[config.mk]
export PLATFORM = sky130hd
export DESIGN_NAME = bit_scan_mem
export DESIGN_NICKNAME = d
export VERILOG_FILES = /design/src/rtl/bsm_pkg.sv /design/src/rtl/bsm_regfile.sv /design/src/rtl/bit_scan_mem.sv
export SDC_FILE = /design/constraint.sdc
export NUM_CORES = 1
export LEC_CHECK = 0
export BUFFER_PORTS_ARGS = -buffer_cell sky130_fd_sc_hd__buf_2
export CAP_MARGIN = 5
export CORE_MARGIN = 5
export CORE_UTILIZATION = 29
export CTS_BUF_LIST = sky130_fd_sc_hd__clkbuf_8
export CTS_CLUSTER_SIZE = 8
export DETAILED_ROUTE_END_ITERATION = 10
export GPL_TIMING_DRIVEN = 0
export HOLD_SLACK_MARGIN = 0.02
export PLACE_DENSITY = 0.53
export SLEW_MARGIN = 20
export SYNTH_ARGS = -nofsm -noshare
export SYNTH_HDL_FRONTEND = slang
export SYNTH_SLANG_ARGS = --single-unit
[constraint.sdc]
create_clock -name clk -period 2.66 [get_ports clk]
set_input_delay 0.399 -clock clk [delete_from_list [all_inputs] [get_ports clk]]
set_output_delay 0.399 -clock clk [all_outputs]
set_load 0.01 [all_outputs]
[src/rtl/bsm_pkg.sv]
// Shared constants and state type for the bit-scan memory block.
package bsm_pkg;

    localparam int N_REG      = 16;
    localparam int REG_W      = 4;
    localparam int FRAME_BITS = 64;
    localparam int ADDR_W     = 4;
    localparam int BIT_W      = 2;
    localparam int POS_W      = 6;
    localparam int ACC_W      = 7;

    typedef enum logic {
        IDLE = 1'b0,
        RUN  = 1'b1
    } state_e;

    function automatic logic [POS_W-1:0] pos_of(input logic [ADDR_W-1:0] reg_a,
                                                input logic [BIT_W-1:0]  bit_sel);
        return {reg_a, bit_sel};
    endfunction

endpackage

[src/rtl/bsm_regfile.sv]
// 16 x 4 register file with one write port and a combinational single-bit read.
module bsm_regfile
    import bsm_pkg::*;
(
    input  logic              clk,
    input  logic              clr,
    input  logic              we,
    input  logic [ADDR_W-1:0] wa,
    input  logic [REG_W-1:0]  wd,
    input  logic [ADDR_W-1:0] rd_reg,
    input  logic [BIT_W-1:0]  rd_sel,
    output logic              rd_bit
);

    logic [REG_W-1:0] mem_q [N_REG];

    always_ff @(posedge clk or posedge clr) begin
        if (clr) begin
            for (int i = 0; i < N_REG; i++) begin
                mem_q[i] <= '0;
            end
        end else if (we) begin
            mem_q[wa] <= wd;
        end
    end

    // Read sees the stored value, so a same-cycle write is not visible yet.
    assign rd_bit = mem_q[rd_reg][rd_sel];

endmodule

[src/rtl/bit_scan_mem.sv]
// Bit-scan memory: samples one bit per strobe and counts ones over 64-position frames.
// Optional frame parity output enabled by defining FRAME_PARITY_EN.
module bit_scan_mem
    import bsm_pkg::*;
#(
    parameter int CNT_W = 7
) (
    input  logic              clk,
    input  logic              clr,
    input  logic              we,
    input  logic [ADDR_W-1:0] wa,
    input  logic [REG_W-1:0]  wd,
    input  logic              adv,
    input  logic [ADDR_W-1:0] rg_a,
    input  logic [BIT_W-1:0]  bit_a,
    output logic              dout,
    output logic              dout_vld,
    output logic              frame_done,
    output logic [CNT_W-1:0]  ones_cnt,
    output logic              seq_err,
    output logic              state_dbg
`ifdef FRAME_PARITY_EN
    ,
    output logic              frame_par
`endif
);

    localparam int unsigned CNT_MAX = (CNT_W >= 32) ? 32'hFFFF_FFFF
                                                    : ((32'd1 << CNT_W) - 32'd1);

    state_e             state_q, state_d;
    logic [ACC_W-1:0]   acc_q, acc_d;
    logic [POS_W-1:0]   p_q, p_d;
    logic [CNT_W-1:0]   ones_q, ones_d;
    logic               dout_q, dout_d;
    logic               vld_q, vld_d;
    logic               done_q, done_d;
    logic               seq_err_q, seq_err_d;
    logic               par_q, par_d;

    logic               sel_bit;
    logic [POS_W-1:0]   p;
    logic [POS_W-1:0]   p_next;
    logic [ACC_W-1:0]   total;

    bsm_regfile u_regfile (
        .clk    (clk),
        .clr    (clr),
        .we     (we),
        .wa     (wa),
        .wd     (wd),
        .rd_reg (rg_a),
        .rd_sel (bit_a),
        .rd_bit (sel_bit)
    );

    assign p      = pos_of(rg_a, bit_a);
    assign p_next = p_q + POS_W'(1);
    assign total  = acc_q + ACC_W'(sel_bit);

    always_comb begin
        state_d   = state_q;
        acc_d     = acc_q;
        p_d       = p_q;
        ones_d    = ones_q;
        dout_d    = dout_q;
        vld_d     = adv;
        done_d    = 1'b0;
        seq_err_d = seq_err_q;
        par_d     = par_q;
        if (adv) begin
            dout_d = sel_bit;
            p_d    = p;
            case (state_q)
                IDLE: begin
                    if (p == '0) begin
                        state_d = RUN;
                        acc_d   = ACC_W'(sel_bit);
                    end
                end
                RUN: begin
                    if (p == p_next) begin
                        if (p == POS_W'(FRAME_BITS - 1)) begin
                            done_d = 1'b1;
                            acc_d  = '0;
                            par_d  = total[0];
                            if (CNT_W < ACC_W && 32'(total) > CNT_MAX) begin
                                ones_d = '1;
                            end else begin
                                ones_d = CNT_W'(total);
                            end
                        end else begin
                            acc_d = total;
                        end
                    end else begin
                        // Broken sequence: drop the partial frame; p=0 starts a fresh one.
                        seq_err_d = 1'b1;
                        if (p == '0) begin
                            state_d = RUN;
                            acc_d   = ACC_W'(sel_bit);
                        end else begin
                            state_d = IDLE;
                            acc_d   = '0;
                        end
                    end
                end
                default: state_d = IDLE;
            endcase
        end
    end

    always_ff @(posedge clk or posedge clr) begin
        if (clr) begin
            state_q   <= IDLE;
            acc_q     <= '0;
            p_q       <= '0;
            ones_q    <= '0;
            dout_q    <= 1'b0;
            vld_q     <= 1'b0;
            done_q    <= 1'b0;
            seq_err_q <= 1'b0;
            par_q     <= 1'b0;
        end else begin
            state_q   <= state_d;
            acc_q     <= acc_d;
            p_q       <= p_d;
            ones_q    <= ones_d;
            dout_q    <= dout_d;
            vld_q     <= vld_d;
            done_q    <= done_d;
            seq_err_q <= seq_err_d;
            par_q     <= par_d;
        end
    end

    assign dout       = dout_q;
    assign dout_vld   = vld_q;
    assign frame_done = done_q;
    assign ones_cnt   = ones_q;
    assign seq_err    = seq_err_q;
    assign state_dbg  = state_q;

`ifdef FRAME_PARITY_EN
    assign frame_par = par_q;
`else
    logic unused_par;
    assign unused_par = par_q;
`endif

endmodule

==> results.md, run 1 <==
* Outcome: complete, but fails checks
* Failing checks: setup timing
* Asr flop ratio synth at 1.00
* Net count after synthesis at between 300 and 400
* Post-synthesis sequential area ratio at 0.505
* Synth-to-Final Area Change at 17.2%
* Setup violators final at 4
* Hold Vio Cnt, Final at 0
* Post-route cell area at a little over 0.005 sq mm
* FP Rows at 45
* Sequential power share at 0.517
* Layout Skew at between 0.01 and 0.015 ns
* Pre-CTS setup slack at -0.762 ns
* Max clock buf depth at 2
* Clk slew on worst S/H paths at about 0.10 ns
* Drc violations at 0
* Crit path cell chain: mux4_2, o22ai_2, a2111oi_2, or4_4, o31ai_4, inv_2, ha_4, and4_4, and3_4, xor2_2, mux2_4
* Synth area leaders: dfrtp_1, mux2_2, mux4_2
* FF-to-FF setup slack at -0.17 ns
* Clock Power Share at 0.290
* Worst Setup Path Type: flip-flop to flip-flop
* Filler cells at about 1500
* Worst R2R Path Depth at 11
* Cts bufs inserted at 9
* Leak at between 0.002 and 0.0025 uW
* Comb pwr share at 0.193
* DR vias at 2824
* Power density over the cells at about 650 mW/mm^2
* Library cells used by synthesis at 48
* Dpl hpwl at between 7 and 8 mm
* Max-cap viol count at 0
* Pin count of the biggest net entering global routing at 35
* Int Power at 2420 uW
* Seq cells post-synth at slightly below 90
* Core Util, Final at 0.344
* Fraction of layout cells with a size suffix above 1 at 0.426
* WL per Instance at around 17 um
* DRT antenna net count at 0
* WP buf/inv at 1
* CTS root buf: clkbuf_8
* Area after DPL at about 0.0048 sq mm
* Crit-path leading delay family: simple AND/OR/NAND/NOR gates
* Fin. max-slew vios at 0
* Vias per cell at a little under 5
* Overflow after GRT at 0
* Non-filler cells, final at 571
* Syn Std Cell Area at roughly 0.0044 sq mm
* CP max stage delay at between 0.5 and 0.6 ns
* Worst Tran Pin Value at 0.629 ns
* DIE WIDTH at between 100 and 150 um
* Mapped Cells at approximately 340
* Post-CTS Hold Fix Bufs at 0
* Initial antenna violation count at 0
* Starting Density at 0.293
* WP data arrival at around 3.1 ns
* N_diodes at 0
* Nets at 399
* Post-synth top area share at 0.505
* R2r endpoint: ones_cnt[6]
* Initial DRC count at 125
* Crit path capture type: flip-flop
* TritonRoute pass-1 iters at 4
* Relative slew slack at 0.580
* Predominant post-synthesis flop cell: dfrtp_1
* Worst Setup Slack, final at -0.171 ns
* I/O Buffers at 26
* CP Max Fanout at 2
* Startpoint types: flip-flop
* DIE AREA at 0.0178 sq mm
* Core area at between 0.015 and 0.02 sq mm
* TritonCTS clock tree: yes
* Required time worst endpoint at 2.93 ns
* Unrepaired setup endpoints after global routing: yes
* First-pass GRT wire length at ~16 mm
* Switch Pwr at between 900 and 1000 uW
* Final Cycle Share at 1.06
* Die H at 133 um
* Final GP Congestion at roughly 0.76
* H-tree Lvls at 3
* Peak VDD IR at approximately 0.00034 V
* EDFF count, synth at 0
* # clock sinks at ~90
* Final wirelength at just under 10 mm
* Yosys top cell by area: dfrtp_1
* R2R Path Start: u_regfile.mem_q[20]
* Max frequency at around 350 MHz
* Hold Crit Class: primary input to async pin
* Mapped Avg Cell Area at around 13 sq um
* Clock latency on the worst-skew pair at about 0.38 ns
* Gr usage total at 0.117
* I/O Pins at 30
* Cells after DPL at between 500 and 600
* Vias in the first global route at ~3000
* Worst hold margin at about 0.087 ns
* YS warnings at 0
* Switching share of power at 0.280
* Fin crit period at approximately 2.8 ns
* Slowest library cell on the worst path: or4_4
-- cell families after synthesis --
family                   count (synthesis)  share of synthesized area
multiplexers                           100                      0.286
flip-flops                              89                      0.505
AND/OR/NAND/NOR                         74                     0.0937
AO/OA/AOI/OAI                           35                     0.0565
buffers and inverters                   23                     0.0261
XOR/XNOR                                11                     0.0236
adder cells (fa/ha/maj)                  3                    0.00852
-- sequential cells by signal, summed over array words and instances (netlist names) --
register         flops
seq_err              1
p_q                  6
ones_cnt             7
u_regfile.mem_q     64
frame_done           1
acc_q                7
state_dbg            1
dout                 1
dout_vld             1
-- final cells by class --
class	count	area [sq um]	area share
Timing Repair Buffer	32	200	0.0388
Clock inverter	7	77.6	0.0150
Inverter	7	30.0	0.00581
Tap cell	188	235	0.0455
Multi-Input combinational cell	223	2170	0.420
Buffer	16	101	0.0196
Sequential cell	89	2230	0.431
Clock buffer	9	124	0.0240
-- how the worst max path moves through the flow --
stage,from,to,slack (ns),cells past startpoint
2_1_floorplan,rg_a[0],ones_cnt[6],-0.33,12
3_3_place_gp,rg_a[1],ones_cnt[6],-0.75,13
3_5_place_dp,rg_a[1],ones_cnt[6],-0.76,13
4_1_cts,u_regfile.mem_q[8],ones_cnt[6],-0.19,11
5_1_grt,u_regfile.mem_q[20],ones_cnt[6],-0.24,11
6_report,u_regfile.mem_q[20],ones_cnt[6],-0.17,11
-- power groups by stage --
stage,Sequential (uW),Clock [uW],Combinational (uW)
after floorplan,1710,0,482
after global placement,1750,0,599
after detailed placement,1760,0,622
after CTS,1740,1010,644
after global routing,1770,1070,710
final,1740,975,648
-- cells in the mapped netlist (6+ instances only) --
library cell,number
dfrtp_1,89
mux2_2,72
nand2_1,16
nor2_1,15
mux2i_1,12
a31oi_1,10
clkbuf_1,10
inv_1,7
nand3_1,7
mux2_4,6
mux4_2,6
nand2b_1,6
nand3b_1,6
nor2b_1,6
-- layout by cell type, fill, tap and decap left out, types with 7 or more instances in the layout --
cell / instances
dfrtp_1: 89
mux2_2: 72
buf_2: 27
nand2_1: 15
nor2_1: 14
mux2i_1: 12
a31oi_1: 10
clkbuf_1: 9
clkbuf_8: 9
mux4_2: 7
-- repair_timing --
item                                    in CTS  in global routing
endpoints found under the setup margin      10                 10
setup buffers                                3                  1
pin swaps                                    3                  7
gates resized for setup                     11                 11
-- metrics by stage --
stage | setup TNS, ns | total power [uW]
final | -0.439 | 3360
after global routing | -0.935 | 3550
after CTS | -0.442 | 3390
after detailed placement | -6.34 | 2380
after global placement | -6.19 | 2340
after floorplan | -0.908 | 2200
-- per-layer routing --
layer / track usage / vias up / routed length, um
met1: 0.158 / 1453 / 4790
met2: 0.178 / 53 / 4510
met4: 0.0349 / 0 / 134
li1: - / 1305 / -
met3: 0.0423 / 13 / 477
met5: 0 / - / 0
Power figures use the tool's default switching activity.
==> run 2: changes to the inputs <==
--- a/config.mk
+++ b/config.mk
@@ -14,7 +14,7 @@
 export DETAILED_ROUTE_END_ITERATION = 10
 export GPL_TIMING_DRIVEN = 0
 export HOLD_SLACK_MARGIN = 0.02
-export PLACE_DENSITY = 0.53
+export PLACE_DENSITY = 0.51
 export SLEW_MARGIN = 20
 export SYNTH_ARGS = -nofsm -noshare
 export SYNTH_HDL_FRONTEND = slang
==> constraint.sdc (replaced) <==
create_clock -name clk -period 3.7 [get_ports clk]
set_input_delay 0.555 -clock clk [delete_from_list [all_inputs] [get_ports clk]]
set_output_delay 0.555 -clock clk [all_outputs]
set_load 0.01 [all_outputs]
==> run 2 against run 1 <==
Compared with the run above:
- the run now ends clean
- count of clock-buffer cells in the layout grew 1
- die area is the same
- clock power shrank 26%
- total power shrank 29%
- largest cell class unchanged
- non-clock buffer count shrank 5
- design area shrank 3.0%
- first-iteration DRC count grew 1.6%
- clock skew grew 0.0031 ns
==> results.md, run 2 (synthesis results as in run 1) <==
* Worst R2R Path Depth at 11 (unchanged)
* Setup bufs post-CTS at 0 (was 3)
* Power density over the cells at 478 mW/mm^2 (was 651 mW/mm^2)
* R2R Path Start: u_regfile.mem_q[4] (was u_regfile.mem_q[20])
* Core area at 0.0150 sq mm (unchanged)
* Post_cts resized at 0 (was 11)
* Core Util, Final at 0.333 (was 0.344)
* Non-filler cells, final at 566 (was 571)
* Max clock buf depth at 2 (unchanged)
* Vias per cell at 4.95 (about the same)
* Hold Crit Class: primary input to async pin (unchanged)
* Hold Vio Cnt, Final at 0 (unchanged)
* Switching share of power at 0.275 (was 0.280)
* Int Power at 1740 uW (was 2420 uW)
* DRT antenna net count at 0 (unchanged)
* Max FFs per register at 64 (unchanged)
* Starting Density at 0.293 (unchanged)
* Worst Tran Pin Value at 0.542 ns (was 0.629 ns)
* Clk slew on worst S/H paths at 0.10 ns (about the same)
* Nets at 394 (was 399)
* Switch Pwr at 659 uW (was 943 uW)
* Cts bufs inserted at 9 (unchanged)
* Crit path capture type: flip-flop (unchanged)
* Cells after DPL at 550 (was 551)
* Synth-to-Final Area Change at 13.7% (was 17.2%)
* CTS root buf: clkbuf_8 (unchanged)
* Unrepaired setup endpoints after global routing: no (was yes)
* FP Rows at 45 (unchanged)
* Fin. max-slew vios at 0 (unchanged)
* Drc violations at 0 (unchanged)
* CP Max Fanout at 10 (was 2)
* H-tree Lvls at 3 (unchanged)
* # clock sinks at 89 (unchanged)
* Worst hold margin at 0.191 ns (was 0.0866 ns)
* WP data arrival at 3.53 ns (was 3.10 ns)
* Slowest library cell on the worst path: or4_4 (unchanged)
* Outcome: complete, no violations (was complete, but fails checks)
* R2r endpoint: ones_cnt[6] (unchanged)
* Initial antenna violation count at 0 (unchanged)
* I/O Pins at 30 (unchanged)
* Die H at 133 um (unchanged)
* Initial DRC count at 127 (was 125)
* Fin crit period at 3.27 ns
* Final GP Congestion at 0.785 (was 0.758)
* Sequential power share at 0.516 (was 0.517)
* First-pass GRT wire length at 16.3 mm (was 16.1 mm)
* Final Cycle Share at 0.884
* Clock latency on the worst-skew pair at 0.37 ns (was 0.38 ns)
* N_diodes at 0 (unchanged)
* Max frequency at between 300 and 400 MHz
* I/O Buffers at 26 (unchanged)
* Crit-path leading delay family: simple AND/OR/NAND/NOR gates (unchanged)
* Fraction of layout cells with a size suffix above 1 at 0.378 (was 0.426)
* Crit path cell chain: buf_2, clkbuf_1, nand2_1, o22ai_1, a2111oi_0, or4_4, o31ai_2, inv_1, ha_1, and4_1, and3_1, xor2_1, mux2_4 (was mux4_2, o22ai_2, a2111oi_2, or4_4, o31ai_4, inv_2, ha_4, and4_4, and3_4, xor2_2, mux2_4)
* Post-CTS Hold Fix Bufs at 0 (unchanged)
* Final wirelength at 9.96 mm (was 9.92 mm)
* Relative slew slack at 0.635 (was 0.580)
* CP max stage delay at 0.50 ns (was 0.57 ns)
* Layout Skew at 0.0141 ns (was 0.0110 ns)
* Commonest non-fill, non-tap cell in the layout: dfrtp_1 (unchanged)
* Peak VDD IR at 0.000316 V (was 0.000339 V)
* Worst Setup Path Type: primary input to flip-flop (was flip-flop to flip-flop)
* Dpl hpwl at 7.13 mm (was 7.03 mm)
* Required time worst endpoint at 3.95 ns (was 2.93 ns)
* Comb pwr share at 0.183 (was 0.193)
* TritonRoute pass-1 iters at 4 (unchanged)
* DIE WIDTH at 133 um (unchanged)
* Gr usage total at 0.118 (was 0.117)
* Worst Setup Slack, final at 0.429 ns (was -0.171 ns)
* Vias in the first global route at 2888 (was 2979)
* Pin count of the biggest net entering global routing at 58 (was 35)
* Leading cell types in the layout, fill and taps excluded: dfrtp_1, mux2_2, buf_2, nand2_1, nor2_1 (unchanged)
* DIE AREA at 0.0178 sq mm (unchanged)
* Fin Setup TNS at 0 ns (was -0.439 ns)
* Max-cap viol count at 0 (unchanged)
* Pre-CTS setup slack at 0.0259 ns (was -0.762 ns)
* WP buf/inv at 3 (was 1)
* Clock Power Share at 0.301 (was 0.290)
* Biggest register: u_regfile.mem_q (unchanged)
* TritonCTS clock tree: yes (unchanged)
* FF-to-FF setup slack at 0.52 ns (was -0.17 ns)
* DR vias at 2799 (was 2824)
* Startpoint types: primary input (was flip-flop)
* Leak at 0.00218 uW (was 0.00220 uW)
* Overflow after GRT at 0 (unchanged)
* WL per Instance at 17.6 um (was 17.4 um)
* Setup violators final at 0 (was 4)
-- run 2: worst reg2reg max path: cells and delay by family, from the launching register on --
| kind | cells | cell delay, ns |
|---|---|---|
| and+or+nand+nor | 3 | 0.93 |
| muxes | 2 | 0.78 |
| AOI/OAI and AO/OA | 3 | 0.45 |
| DFF | 1 | 0.39 |
| adders and majority gates | 1 | 0.24 |
| xor gates and xnor gates | 1 | 0.15 |
| buffers and inverters | 1 | 0.12 |
-- run 2: worst max-delay path by stage --
| stage | startpoint | end | cells past startpoint |
|---|---|---|---|
| final | rg_a[3] | ones_cnt[6] | 13 |
| after global routing | rg_a[3] | ones_cnt[6] | 13 |
| after CTS | rg_a[1] | ones_cnt[6] | 13 |
| after detailed placement | rg_a[0] | ones_cnt[6] | 12 |
| after global placement | clr | u_regfile.mem_q[35] | 2 |
| after floorplan | rg_a[0] | ones_cnt[6] | 12 |
-- run 2: layer usage --
layer,GRT usage,share of wire
met1,0.161,0.48
met3,0.0310,0.037
met5,0,0
met4,0.0291,0.011
met2,0.187,0.47
-- run 2: power by group through the flow --
stage	combinational [uW]	sequential (uW)	clock, uW
final	439	1240	721
after global routing	487	1260	783
after CTS	449	1240	745
after detailed placement	447	1260	0
after global placement	432	1250	0
after floorplan	341	1230	0
-- run 2: layout make-up --
type,count,area [sq um]
multi-input combinational,223,2060
buffer,16,88.8
tap,188,235
timing repair buffer,27,158
clock buffer,10,138
fill,1472,10000
clock inverter,6,72.6
inverter,7,28.8
sequential,89,2230
-- run 2: stage by stage --
stage          instance area (sq um)  total power (uW)
2_1_floorplan                   4410              1570
3_3_place_gp                    4770              1680
3_5_place_dp                    4800              1710
4_1_cts                         5010              2430
5_1_grt                         5010              2530
6_report                        5010              2400
==> run 3: changes to the inputs <==
--- a/config.mk
+++ b/config.mk
@@ -7,6 +7,8 @@
 export LEC_CHECK = 0
 export BUFFER_PORTS_ARGS = -buffer_cell sky130_fd_sc_hd__buf_2
 export CAP_MARGIN = 5
+export CELL_PAD_IN_SITES_DETAIL_PLACEMENT = 0
+export CELL_PAD_IN_SITES_GLOBAL_PLACEMENT = 2
 export CORE_MARGIN = 5
 export CORE_UTILIZATION = 29
 export CTS_BUF_LIST = sky130_fd_sc_hd__clkbuf_8
@@ -14,7 +16,7 @@
 export DETAILED_ROUTE_END_ITERATION = 10
 export GPL_TIMING_DRIVEN = 0
 export HOLD_SLACK_MARGIN = 0.02
-export PLACE_DENSITY = 0.51
+export PLACE_DENSITY = 0.65
 export SLEW_MARGIN = 20
 export SYNTH_ARGS = -nofsm -noshare
 export SYNTH_HDL_FRONTEND = slang
==> run 3 against run 2 <==
Compared with the run above:
- wire length grew 2.0%
- combinational power about the same
- via count down 0.75%
- critical path type unchanged
- clock skew up 0.0072 ns
- core utilization is 0.075 points higher
- non-clock buffer count stayed put
- clock power is 2% higher
- fmax increased by 1.5%
- first-iteration DRC count decreased by 0.79%
- critical path depth stayed put
- critical endpoint unchanged
- largest power group unchanged
- sequential power about the same
- sequential cell count did not move
==> results.md, run 3 (synthesis results as in run 1) <==
* Unrepaired setup endpoints after global routing: no (unchanged)
* Max clock buf depth at 2 (unchanged)
* Biggest register: u_regfile.mem_q (unchanged)
* DIE AREA at 0.0178 sq mm (unchanged)
* CTS root buf: clkbuf_8 (unchanged)
* Worst Tran Pin Value at 0.576 ns (was 0.542 ns)
* Fin crit period at 3.22 ns (was 3.27 ns)
* FP Rows at 45 (unchanged)
* Vias in the first global route at 2908 (was 2888)
* Layout Skew at 0.0213 ns (was 0.0141 ns)
* Required time worst endpoint at 3.97 ns (was 3.95 ns)
* I/O Pins at 30 (unchanged)
* Leak at 0.00218 uW (about the same)
* Max FFs per register at 64 (unchanged)
* Gr usage total at 0.121 (was 0.118)
* Starting Density at 0.293 (unchanged)
* Relative slew slack at 0.616 (was 0.635)
* Int Power at 1730 uW (was 1740 uW)
* Cts bufs inserted at 9 (unchanged)
* Core area at 0.0150 sq mm (unchanged)
* Met3 Use GR at 0.0310 (unchanged)
* Outcome: complete, no violations (unchanged)
* H-tree Lvls at 3 (unchanged)
* Setup bufs post-CTS at 0 (unchanged)
* Synth-to-Final Area Change at 14.0% (was 13.7%)
* Switching share of power at 0.282 (was 0.275)
* First-pass GRT wire length at 16.6 mm (was 16.3 mm)
* Power density over the cells at 480 mW/mm^2 (was 478 mW/mm^2)
* Post_cts resized at 0 (unchanged)
* Vias per cell at 4.91 (was 4.95)
* Final wirelength at 10.2 mm (was 9.96 mm)
* Die H at 133 um (unchanged)
* Hold Crit Class: primary input to async pin (unchanged)
* Setup violators final at 0 (unchanged)
* TritonCTS clock tree: yes (unchanged)
* WP data arrival at 3.49 ns (was 3.53 ns)
* Clock Power Share at 0.304 (was 0.301)
* Filler cells at 1503 (was 1472)
* Commonest non-fill, non-tap cell in the layout: dfrtp_1 (unchanged)
* Startpoint types: primary input (unchanged)
* Hold Vio Cnt, Final at 0 (unchanged)
* # clock sinks at 89 (unchanged)
* Final Cycle Share at 0.871 (was 0.884)
* R2r endpoint: ones_cnt[6] (unchanged)
* DRT antenna net count at 0 (unchanged)
* I/O Buffers at 26 (unchanged)
* Max-cap viol count at 0 (unchanged)
* Fin. max-slew vios at 0 (unchanged)
* FF-to-FF setup slack at 0.57 ns (was 0.52 ns)
* Leading cell types in the layout, fill and taps excluded: dfrtp_1, mux2_2, buf_2, nand2_1, nor2_1 (unchanged)
* CP Max Fanout at 10 (unchanged)
* Final GP Congestion at 0.702 (was 0.785)
* DIE WIDTH at 133 um (unchanged)
* Worst hold margin at 0.243 ns (was 0.191 ns)
* TritonRoute pass-1 iters at 4 (unchanged)
* Overflow after GRT at 0 (unchanged)
* Max frequency at 310 MHz (was 306 MHz)
* Initial antenna violation count at 0 (unchanged)
* Met2 GRT Util at 0.183 (was 0.187)
* Pin count of the biggest net entering global routing at 48 (was 58)
* Dpl hpwl at 7.28 mm (was 7.13 mm)
* Crit path capture type: flip-flop (unchanged)
* Fraction of layout cells with a size suffix above 1 at 0.378 (unchanged)
* Clk slew on worst S/H paths at 0.10 ns (about the same)
* R2R Path Start: u_regfile.mem_q[12] (was u_regfile.mem_q[4])
* Post-CTS Hold Fix Bufs at 0 (unchanged)
* WL per Instance at 17.9 um (was 17.6 um)
* Switch Pwr at 680 uW (was 659 uW)
* Drc violations at 0 (unchanged)
* Clock latency on the worst-skew pair at 0.38 ns (was 0.37 ns)
* PnR Total Power at 2410 uW (was 2400 uW)
* Area after DPL at 0.00480 sq mm (unchanged)
* Peak VDD IR at 0.000268 V (was 0.000316 V)
* Nets at 394 (unchanged)
* Sequential power share at 0.515 (was 0.516)
* Initial DRC count at 126 (was 127)
* DR vias at 2778 (was 2799)
* Post-route cell area at 0.00502 sq mm (was 0.00501 sq mm)
* Fin Setup TNS at 0 ns (unchanged)
* Worst Setup Path Type: primary input to flip-flop (unchanged)
* Worst R2R Path Depth at 11 (unchanged)
* Grt met1 use at 0.172 (was 0.161)
* GRT Max-Usage Layer: met2 (unchanged)
* Comb pwr share at 0.182 (was 0.183)
* N_diodes at 0 (unchanged)
-- run 3: changes by cell type in the layout (fill, tap and decap cells not counted) --
cell and change:
clkinv_8 +2, inv_6 -1, clkinv_4 +1, clkbuf_8 -1, clkinvlp_4 -1
-- run 3: cell type report --
type,instances,area [sq um],share of cell area
clock inverter,7,97.6,0.0194
timing repair buffer,27,158,0.0314
buffer,16,88.8,0.0177
inverter,7,28.8,0.00573
multi-input combinational,223,2060,0.411
sequential,89,2230,0.443
clock buffer,9,124,0.0247
tap,188,235,0.0468
-- run 3: worst max-delay path by stage --
stage,startpoint,endpoint,slack (ns)
3_3_place_gp,clr,u_regfile.mem_q[10],-0.27
5_1_grt,rg_a[3],ones_cnt[6],0.32
2_1_floorplan,rg_a[0],ones_cnt[6],0.47
3_5_place_dp,rg_a[1],ones_cnt[6],-0.0009
4_1_cts,rg_a[1],ones_cnt[6],0.43
6_report,rg_a[1],ones_cnt[6],0.48
-- run 3: critical path, cell delays in order --
cell	delay, ns
buf_6	0.14
buf_2	0.34
mux4_1	0.41
nand3_1	0.12
a31oi_1	0.11
or4_4	0.52
o31ai_2	0.11
inv_1	0.11
ha_1	0.25
and4_1	0.23
and3_1	0.19
xor2_1	0.15
mux2_4	0.25
-- run 3: per-stage QoR --
stage | setup WS, ns | utilization | std cells
final | 0.476 | 0.334 | 566
after global routing | 0.321 | 0.334 | 566
after CTS | 0.429 | 0.334 | 566
after detailed placement | -0.000903 | 0.319 | 550
after global placement | -0.270 | 0.317 | 549
after floorplan | 0.473 | - | 335
-- run 3: per-layer routing --
metal / vias to the layer above / wire length, um
met5: - / 0
met4: 0 / 155
met3: 11 / 321
met2: 49 / 4590
met1: 1411 / 5090
li1: 1307 / -
-- run 3: power groups by stage --
stage	clock (uW)	combinational, uW	sequential, uW
2_1_floorplan	0	341	1230
3_3_place_gp	0	431	1250
3_5_place_dp	0	446	1260
4_1_cts	764	447	1240
5_1_grt	811	486	1260
6_report	732	438	1240
